### src/rtl/mc_control_sequencer.sv
// Multi-cycle RV32I control sequencer: FETCH/DECODE/EXEC/MEM, 3+ cycles per instruction, stalls on imem_ready/dmem_ready.
// Optional ILLEGAL_HALT_EN: unknown opcode parks the FSM in HALT (adds port halted) instead of retiring as a NOP.
module mc_control_sequencer #(
    parameter int DMEM_TIMEOUT = 255,
    parameter int INSTRET_W    = 32
) (
    input  logic                 clk,
    input  logic                 reset,
    input  logic                 imem_ready,
    input  logic                 dmem_ready,
    input  logic [31:0]          Instr,
    input  logic                 BrEq,
    input  logic                 BrLT,
    output logic                 imem_req,
    output logic                 ir_we,
    output logic                 dmem_req,
    output logic                 MemWrite,
    output logic                 pc_we,
    output logic                 PCSrc,
    output logic [1:0]           ResultSrc,
    output logic                 ALUSrc,
    output logic [1:0]           ImmSrc,
    output logic [2:0]           ALUControl,
    output logic                 RegWrite,
    output logic                 bus_err,
`ifdef ILLEGAL_HALT_EN
    output logic                 halted,
`endif
    output logic [INSTRET_W-1:0] instret
);

    localparam int CNT_W = (DMEM_TIMEOUT < 2) ? 1 : $clog2(DMEM_TIMEOUT + 1);

    localparam logic [6:0] OP_LW  = 7'b0000011;
    localparam logic [6:0] OP_SW  = 7'b0100011;
    localparam logic [6:0] OP_R   = 7'b0110011;
    localparam logic [6:0] OP_I   = 7'b0010011;
    localparam logic [6:0] OP_BR  = 7'b1100011;
    localparam logic [6:0] OP_JAL = 7'b1101111;

    typedef enum logic [2:0] {
        S_FETCH,
        S_DECODE,
        S_EXEC,
`ifdef ILLEGAL_HALT_EN
        S_HALT,
`endif
        S_MEM
    } state_t;

    state_t                 state_q, state_d;
    logic [INSTRET_W-1:0]   instret_q, instret_d;
    logic                   bus_err_q, bus_err_d;
    logic [CNT_W-1:0]       tmo_q, tmo_d;

    logic [6:0] opcode;
    logic [2:0] funct3;
    logic       is_r, is_i, is_ld, is_st, is_br, is_jal;
    logic [2:0] dec_alu;
    logic [1:0] dec_imm;
    logic       dec_alusrc;
    logic       br_taken;
    logic [CNT_W:0] tmo_inc;
    logic       tmo_hit;

    assign opcode = Instr[6:0];
    assign funct3 = Instr[14:12];
    assign is_r   = (opcode == OP_R);
    assign is_i   = (opcode == OP_I);
    assign is_ld  = (opcode == OP_LW);
    assign is_st  = (opcode == OP_SW);
    assign is_br  = (opcode == OP_BR);
    assign is_jal = (opcode == OP_JAL);

    // ready in the same cycle as the limit wins, since dmem_ready is checked first below
    assign tmo_inc = {1'b0, tmo_q} + 1'b1;
    assign tmo_hit = (DMEM_TIMEOUT != 0) && (tmo_inc == (CNT_W + 1)'(DMEM_TIMEOUT));

    always_comb begin
        dec_alu    = 3'b000;
        dec_imm    = 2'b00;
        dec_alusrc = is_i | is_ld | is_st;
        br_taken   = 1'b0;
        if (is_br) begin
            dec_alu = 3'b001;
            dec_imm = 2'b10;
        end else if (is_r || is_i) begin
            case (funct3)
                3'b000:  dec_alu = (is_r && Instr[30]) ? 3'b001 : 3'b000;
                3'b010:  dec_alu = 3'b101;
                3'b110:  dec_alu = 3'b011;
                3'b111:  dec_alu = 3'b010;
                default: dec_alu = 3'b000;
            endcase
        end else if (is_st) begin
            dec_imm = 2'b01;
        end else if (is_jal) begin
            dec_imm = 2'b11;
        end
        case (funct3)
            3'b000:  br_taken = BrEq;
            3'b001:  br_taken = ~BrEq;
            3'b100:  br_taken = BrLT;
            3'b101:  br_taken = ~BrLT;
            default: br_taken = 1'b0;
        endcase
    end

    always_comb begin
        state_d    = state_q;
        instret_d  = instret_q;
        bus_err_d  = bus_err_q;
        tmo_d      = '0;
        imem_req   = 1'b0;
        ir_we      = 1'b0;
        dmem_req   = 1'b0;
        MemWrite   = 1'b0;
        pc_we      = 1'b0;
        PCSrc      = 1'b0;
        ResultSrc  = 2'b00;
        ALUSrc     = 1'b0;
        ImmSrc     = 2'b00;
        ALUControl = 3'b000;
        RegWrite   = 1'b0;
        case (state_q)
            S_FETCH: begin
                imem_req = 1'b1;
                if (imem_ready) begin
                    ir_we   = 1'b1;
                    state_d = S_DECODE;
                end
            end
            S_DECODE: begin
                ALUSrc     = dec_alusrc;
                ImmSrc     = dec_imm;
                ALUControl = dec_alu;
                state_d    = S_EXEC;
            end
            S_EXEC: begin
                ALUSrc     = dec_alusrc;
                ImmSrc     = dec_imm;
                ALUControl = dec_alu;
                state_d    = S_FETCH;
                if (is_ld || is_st) begin
                    state_d = S_MEM;
                end else if (is_r || is_i || is_br || is_jal) begin
                    pc_we     = 1'b1;
                    instret_d = instret_q + 1'b1;
                    RegWrite  = is_r | is_i | is_jal;
                    ResultSrc = is_jal ? 2'b10 : 2'b00;
                    PCSrc     = is_jal | (is_br & br_taken);
                end else begin
`ifdef ILLEGAL_HALT_EN
                    state_d   = S_HALT;
`else
                    pc_we     = 1'b1;
                    instret_d = instret_q + 1'b1;
`endif
                end
            end
            S_MEM: begin
                ALUSrc     = dec_alusrc;
                ImmSrc     = dec_imm;
                ALUControl = dec_alu;
                dmem_req   = 1'b1;
                MemWrite   = is_st;
                if (dmem_ready) begin
                    RegWrite  = is_ld;
                    ResultSrc = is_ld ? 2'b01 : 2'b00;
                    pc_we     = 1'b1;
                    instret_d = instret_q + 1'b1;
                    state_d   = S_FETCH;
                end else if (tmo_hit) begin
                    // skip the faulting access: advance PC without retiring it
                    bus_err_d = 1'b1;
                    pc_we     = 1'b1;
                    state_d   = S_FETCH;
                end else begin
                    tmo_d = tmo_inc[CNT_W-1:0];
                end
            end
            default: state_d = state_q;
        endcase
        if (reset) begin
            imem_req   = 1'b0;
            ir_we      = 1'b0;
            dmem_req   = 1'b0;
            MemWrite   = 1'b0;
            pc_we      = 1'b0;
            PCSrc      = 1'b0;
            ResultSrc  = 2'b00;
            ALUSrc     = 1'b0;
            ImmSrc     = 2'b00;
            ALUControl = 3'b000;
            RegWrite   = 1'b0;
        end
    end

    always_ff @(posedge clk or posedge reset) begin
        if (reset) begin
            state_q   <= S_FETCH;
            instret_q <= '0;
            bus_err_q <= 1'b0;
            tmo_q     <= '0;
        end else begin
            state_q   <= state_d;
            instret_q <= instret_d;
            bus_err_q <= bus_err_d;
            tmo_q     <= tmo_d;
        end
    end

    assign bus_err = bus_err_q;
    assign instret = instret_q;
`ifdef ILLEGAL_HALT_EN
    assign halted  = (state_q == S_HALT);
`endif

endmodule

### config.mk
export PLATFORM = sky130hd
export DESIGN_NAME = mc_control_sequencer
export DESIGN_NICKNAME = d
export VERILOG_FILES = /design/src/rtl/mc_control_sequencer.sv
export SDC_FILE = /design/constraint.sdc
export NUM_CORES = 1
export LEC_CHECK = 0
export BUFFER_PORTS_ARGS = -buffer_cell sky130_fd_sc_hd__buf_2
export CELL_PAD_IN_SITES_DETAIL_PLACEMENT = 1
export CELL_PAD_IN_SITES_GLOBAL_PLACEMENT = 1
export CORE_AREA = 8 8 89 91
export DETAILED_ROUTE_END_ITERATION = 16
export DIE_AREA = 0 0 97 99
export GPL_TIMING_DRIVEN = 0
export PLACE_DENSITY_LB_ADDON = 0.2
export SYNTH_ARGS = -nofsm -noshare
export SYNTH_HDL_FRONTEND = slang
export SYNTH_SLANG_ARGS = --single-unit
### constraint.sdc
create_clock -name clk -period 2.79 [get_ports clk]
set_input_delay 0.279 -clock clk [delete_from_list [all_inputs] [get_ports clk]]
set_output_delay 0.279 -clock clk [all_outputs]
set_load 0.05 [all_outputs]
* Yosys cells after proc, flatten, opt, wreduce, memory -nomap -nowiden
Index checks and enable logic that the tools add are counted.
** Word-level totals
- Flip-flop bits (word level) :: 44
- Logic and storage cells :: 104
- Output and inout port bits :: 48
** Operators by class
- Add/sub/neg operators :: 2
- Bitwise operators :: 9
- Eq/ne operators :: 20
- Reduce and logical (&&, ||, !) cells :: 13
- Muxes and demuxes :: 56
** Operators by type and width (count)
- $mux 32 :: 2
- $pmux 32 s2 :: 1
- $add 32x1->32 const B :: 1
- $mux 1 :: 26
- $mux 8 :: 3
- $pmux 3 s4 :: 2
- $mux 2 :: 11
- $mux 3 :: 7
- $eq 7x6->1 const B :: 2
- $eq 7x7->1 const B :: 2
- $eq 3x3->1 const B :: 4
- $add 8x1->9 const B :: 1
- $eq 3x2->1 const B :: 3
- $eq 9x8->1 const B :: 1
- $reduce_and 3->1 :: 3
- $eq 7x2->1 const B :: 1
- $eq 7x5->1 const B :: 1
- $eq 3x1->1 const B :: 2
- $logic_not 3->1 :: 2
- $ne 2x2->1 const B :: 3
- $or 1x1->1 :: 5
- $logic_or 1x1->1 :: 4
- $pmux 1 s2 :: 2
- $pmux 1 s4 :: 1
- 8 further kinds :: 10

* Depth between registers and ports, before layout
- Word-level depth :: 8
- Mapped depth :: 7

* Worst setup path after synthesis
Ideal clock, no wire load.
- Path type :: in2out
- Start :: in reset
- End :: out ALUSrc
- Cell stages on the path :: 3
- Path slack :: -1.558 ns
- Arrival :: 4.069 ns
- Cell sequence :: inv_1 o21ai_0 a2111oi_0
** Between the ends
- Word-level cells in the longest chain between the ends :: 1
** RTL lines
- from (decl) :: line 8 : input logic reset,
- $mux 1 :: line 184 : if (reset) begin
- to (decl) :: line 21 : output logic ALUSrc,
No other way between the ends.

* Worst setup path in the final report
- Start :: reg tmo_q[0]
- End :: out pc_we
** Between the ends
- Word-level cells in the longest chain between the ends :: 6
** RTL lines
- from (decl) :: line 54 : logic [CNT_W-1:0] tmo_q, tmo_d;
- from (signal assigned) :: line 209 : tmo_q <= tmo_d;
- $add 8x1->9 :: line 76 : assign tmo_inc = {1'b0, tmo_q} + 1'b1;
- $eq 9x8->1 :: line 77 : assign tmo_hit = (DMEM_TIMEOUT != 0) && (tmo_inc == (CNT_W + 1)'(DMEM_TIMEOUT));
- $mux 1 :: line 173 : end else if (tmo_hit) begin
- $mux 1 :: line 167 : if (dmem_ready) begin
- $pmux 1 s2 :: line 125 : case (state_q)
- $mux 1 :: line 184
- to (decl) :: line 18 : output logic pc_we,
No other way between the ends.

==> metrics.txt <==
# TYPE chip_impl_metric gauge
chip_impl_metric{name="multi_input_area",unit="sq mm"} 0.00120
chip_impl_metric{name="clk_latency",unit="ns"} 0.30
chip_impl_metric{name="place.detailed.hpwl",unit="microns"} 4440
chip_impl_metric{name="cts_made_buffers",unit=""} 5
chip_impl_metric{name="synth.ff_latch_count",unit=""} 43
chip_impl_metric{name="worst-slew-pin-transition",unit="ns"} 1.05
chip_impl_metric{name="vdd_drop_max",unit="mV"} 0.309
chip_impl_metric{name="finalNonFillerCells",unit=""} 387
chip_impl_metric{name="final-seq-area",unit="sq mm"} 0.00108
chip_impl_metric{name="grt_pass1_vias",unit=""} 2158
chip_impl_metric{name="synthesis.instances",unit=""} 234
chip_impl_info{name="worstSetupStartpointType",value="register"} 1
chip_impl_metric{name="die_height",unit="microns"} 99
chip_impl_metric{name="core.rowCount",unit=""} 30
chip_impl_metric{name="synth-seq-area-share",unit="%"} 45.7
chip_impl_metric{name="finish.utilization",unit="%"} 44.0
chip_impl_metric{name="powerDensity",unit="mW/mm^2"} 614
chip_impl_metric{name="layout-drive-gt1-share",unit="%"} 32.6
chip_impl_metric{name="area_delta_synth_final",unit="%"} 22.7
chip_impl_metric{name="aggregate_routed_wire_length",unit="microns"} 5850
chip_impl_metric{name="hold_violations",unit=""} 0
chip_impl_metric{name="synthDistinctLibCells",unit=""} 47
chip_impl_metric{name="max_freq",unit="GHz"} 0.400
chip_impl_metric{name="routed-via-count",unit=""} 1948
chip_impl_metric{name="htree_num_levels",unit=""} 2
chip_impl_info{name="setup_repair_after_global_routing_missed_its_margin",value="no"} 1
chip_impl_metric{name="number_of_antenna_diodes",unit=""} 0
chip_impl_metric{name="number_of_cells_on_the_worst_reg_to_reg_path",unit=""} 7
chip_impl_metric{name="grt_remaining_overflow",unit=""} 0
chip_impl_info{name="endpoint_kind",value="output pin"} 1
chip_impl_metric{name="drv_cap",unit=""} 0
chip_impl_metric{name="number_of_enable_type_register_cells_in_the_synthesized_netlist",unit=""} 0
chip_impl_metric{name="dieWidth",unit="microns"} 97
chip_impl_metric{name="leakagePower",unit="uW"} 0.00142
chip_impl_metric{name="grt.total_usage",unit="%"} 12.4
chip_impl_info{name="cts_tree",value="built"} 1
chip_impl_metric{name="syn_avg_cell_area",unit="sq um"} 10.1
chip_impl_metric{name="remaining_drc_errors",unit=""} 0
chip_impl_metric{name="detail_route.wl_per_cell",unit="microns"} 15.1
chip_impl_info{name="status",value="finished clean"} 1
chip_impl_metric{name="postSynth.asyncResetShare",unit="%"} 100
chip_impl_metric{name="design.portCount",unit=""} 86
chip_impl_metric{name="period_share",unit="%"} 89.7
chip_impl_metric{name="worst_ep_arrival_time",unit="ns"} 2.22
chip_impl_metric{name="drt_iter0_markers",unit=""} 22
chip_impl_metric{name="num-nets-final",unit=""} 347
chip_impl_metric{name="post-cts-setup-buffer-count",unit=""} 0
chip_impl_info{name="critical_path_class",value="reg2out"} 1
chip_impl_metric{name="yosys_warnings",unit=""} 0
chip_impl_metric{name="slew_viol_final",unit=""} 0
chip_impl_metric{name="die_area",unit="sq mm"} 0.00960
chip_impl_metric{name="io_buffer_count",unit=""} 64
chip_impl_info{name="mostFrequentLayoutCell",value="sky130_fd_sc_hd__buf_2"} 1
chip_impl_metric{name="grt_pass1_wl",unit="microns"} 10000
chip_impl_metric{name="dpl.cell_count",unit=""} 378
chip_impl_metric{name="timing.critical_path.fanout_max",unit=""} 6
chip_impl_metric{name="dr.pass1.iters",unit=""} 4
chip_impl_metric{name="totalNegativeSetupSlack",unit="ns"} 0
chip_impl_metric{name="final.fill_count",unit=""} 785
chip_impl_metric{name="clk_pin_slew_worst_paths",unit="ns"} 0.10
chip_impl_metric{name="cts.path.max_buffers",unit=""} 2
chip_impl_metric{name="finalClockSkew",unit="ns"} 0.0186
chip_impl_metric{name="setup_viol",unit=""} 0
chip_impl_metric{name="clock_sinks",unit=""} 43
chip_impl_metric{name="syn-num-nets",unit=""} 275
chip_impl_metric{name="initial_antenna_violation_count",unit=""} 0
chip_impl_info{name="mostFrequentLayoutCells",value="sky130_fd_sc_hd__buf_2 (65), sky130_fd_sc_hd__dfrtp_1 (43), sky130_fd_sc_hd__nor2_1 (29)"} 1
chip_impl_metric{name="mappedNetlistArea",unit="sq mm"} 0.00235
chip_impl_metric{name="timing.max_slew.rel_slack",unit="%"} 29.5
chip_impl_metric{name="gp_routability_congestion",unit=""} 0.795
chip_impl_metric{name="core_area",unit="sq mm"} 0.00657
chip_impl_metric{name="layout_min_cycle_time",unit="ns"} 2.50
chip_impl_metric{name="drt.antenna.violating_nets",unit=""} 0
chip_impl_info{name="dominantRegCellSynth",value="sky130_fd_sc_hd__dfrtp_1"} 1
chip_impl_info{name="worstHoldPathType",value="in2async"} 1
chip_impl_metric{name="vias_per_cell",unit=""} 5.03
chip_impl_metric{name="data_required_time_at_the_worst_endpoint",unit="ns"} 2.51
chip_impl_info{name="cts-root-buf",value="sky130_fd_sc_hd__clkbuf_8"} 1
chip_impl_metric{name="initial_core_util",unit="%"} 35.8
chip_impl_metric{name="grt_max_degree",unit=""} 47
chip_impl_metric{name="worst_hold_slack",unit="ns"} 0.0624
==> area by class of cell <==
type                       instances  area share [%]
multi-input combinational        173            41.5
sequential                        43            37.2
timing repair buffer              64            11.1
tap                               80            3.46
clock buffer                       5            2.38
inverter                          13            1.82
buffer                             5            1.52
clock inverter                     3           0.823
timing repair inverter             1           0.173
==> stage by stage <==
step                      total power, uW  worst slack, ns  cell area (sq um)
after floorplan                      1220           0.0751               2370
after global placement               1370            0.166               2790
after detailed placement             1380            0.139               2790
after CTS                            1800            0.152               2880
after global routing                 1870            0.121               2890
final                                1770            0.288               2890
==> repair_timing <==
action	CTS	global route
hold buffers	0	0
resized for setup	0	0
endpoints found under the setup margin	0	1
==> power breakdown <==
| part | internal [uW] | switching, uW |
|---|---|---|
| Sequential | 683 | 72.7 |
| Clock | 179 | 234 |
| Combinational | 176 | 429 |
| Total | 1040 | 736 |
==> Yosys cell counts (all sizes together) (2+ instances only) <==
master,count,area [sq um]
xor2,18,165
nor2,29,109
nand2,19,73.8
nand2b,2,12.5
and2,2,12.5
buf,4,38.8
o21ai,4,20.0
xnor2,20,175
nand3,18,100
nor3,13,100
inv,13,48.8
nand4,12,87.6
ha,3,37.5
or3,2,12.5
dfrtp,43,1080
and3,3,23.8
a21oi,4,20.0
nor4,3,33.8
a211oi,2,15.0
==> metal layers <==
metal  routed length, microns  global-route usage, %  up-vias
met3                      357                   4.41        6
met4                       62                   4.26        0
met5                        0                      0        -
li1                         -                      -      952
met1                     2500                   13.6      949
met2                     2930                   21.6       41
==> critical path, cell delays in order (launching register included) <==
cell and delay, ns:
sky130_fd_sc_hd__dfrtp_1 0.43, sky130_fd_sc_hd__ha_1 0.29, sky130_fd_sc_hd__nand2_1 0.10, sky130_fd_sc_hd__o31a_1 0.25
sky130_fd_sc_hd__o22ai_1 0.21, sky130_fd_sc_hd__nand3_1 0.14, sky130_fd_sc_hd__o2bb2ai_1 0.20, sky130_fd_sc_hd__buf_2 0.30
==> registers in the layout, indices dropped and copies added (netlist names) <==
register and cells:
bus_err 1, tmo_q 8, instret 32, state_q 2
==> path summary, 6_finish.rpt <==
| kind | endpoint | start | slack, ns |
|---|---|---|---|
| worst max-delay path | pc_we | tmo_q[0] | 0.29 |
| min in group clk | bus_err | dmem_ready | 0.21 |
| max in group asynchronous | instret[1] | reset | 2.03 |
| worst max register to register | state_q[1] | tmo_q[0] | 0.86 |
| worst min register to register | instret[31] | instret[31] | 0.47 |
| worst min-delay path | tmo_q[4] | reset | 0.06 |
==> logic make-up after synthesis <==
logic type	synth area share (%)
AND/OR/NAND/NOR	26.6
flip-flops	45.7
XOR/XNOR	14.5
AO/OA/AOI/OAI	6.86
buffers and inverters	3.93
adder cells (fa/ha/maj)	1.59
multiplexers	0.903
No activity file was read; power rests on OpenSTA's default activity.
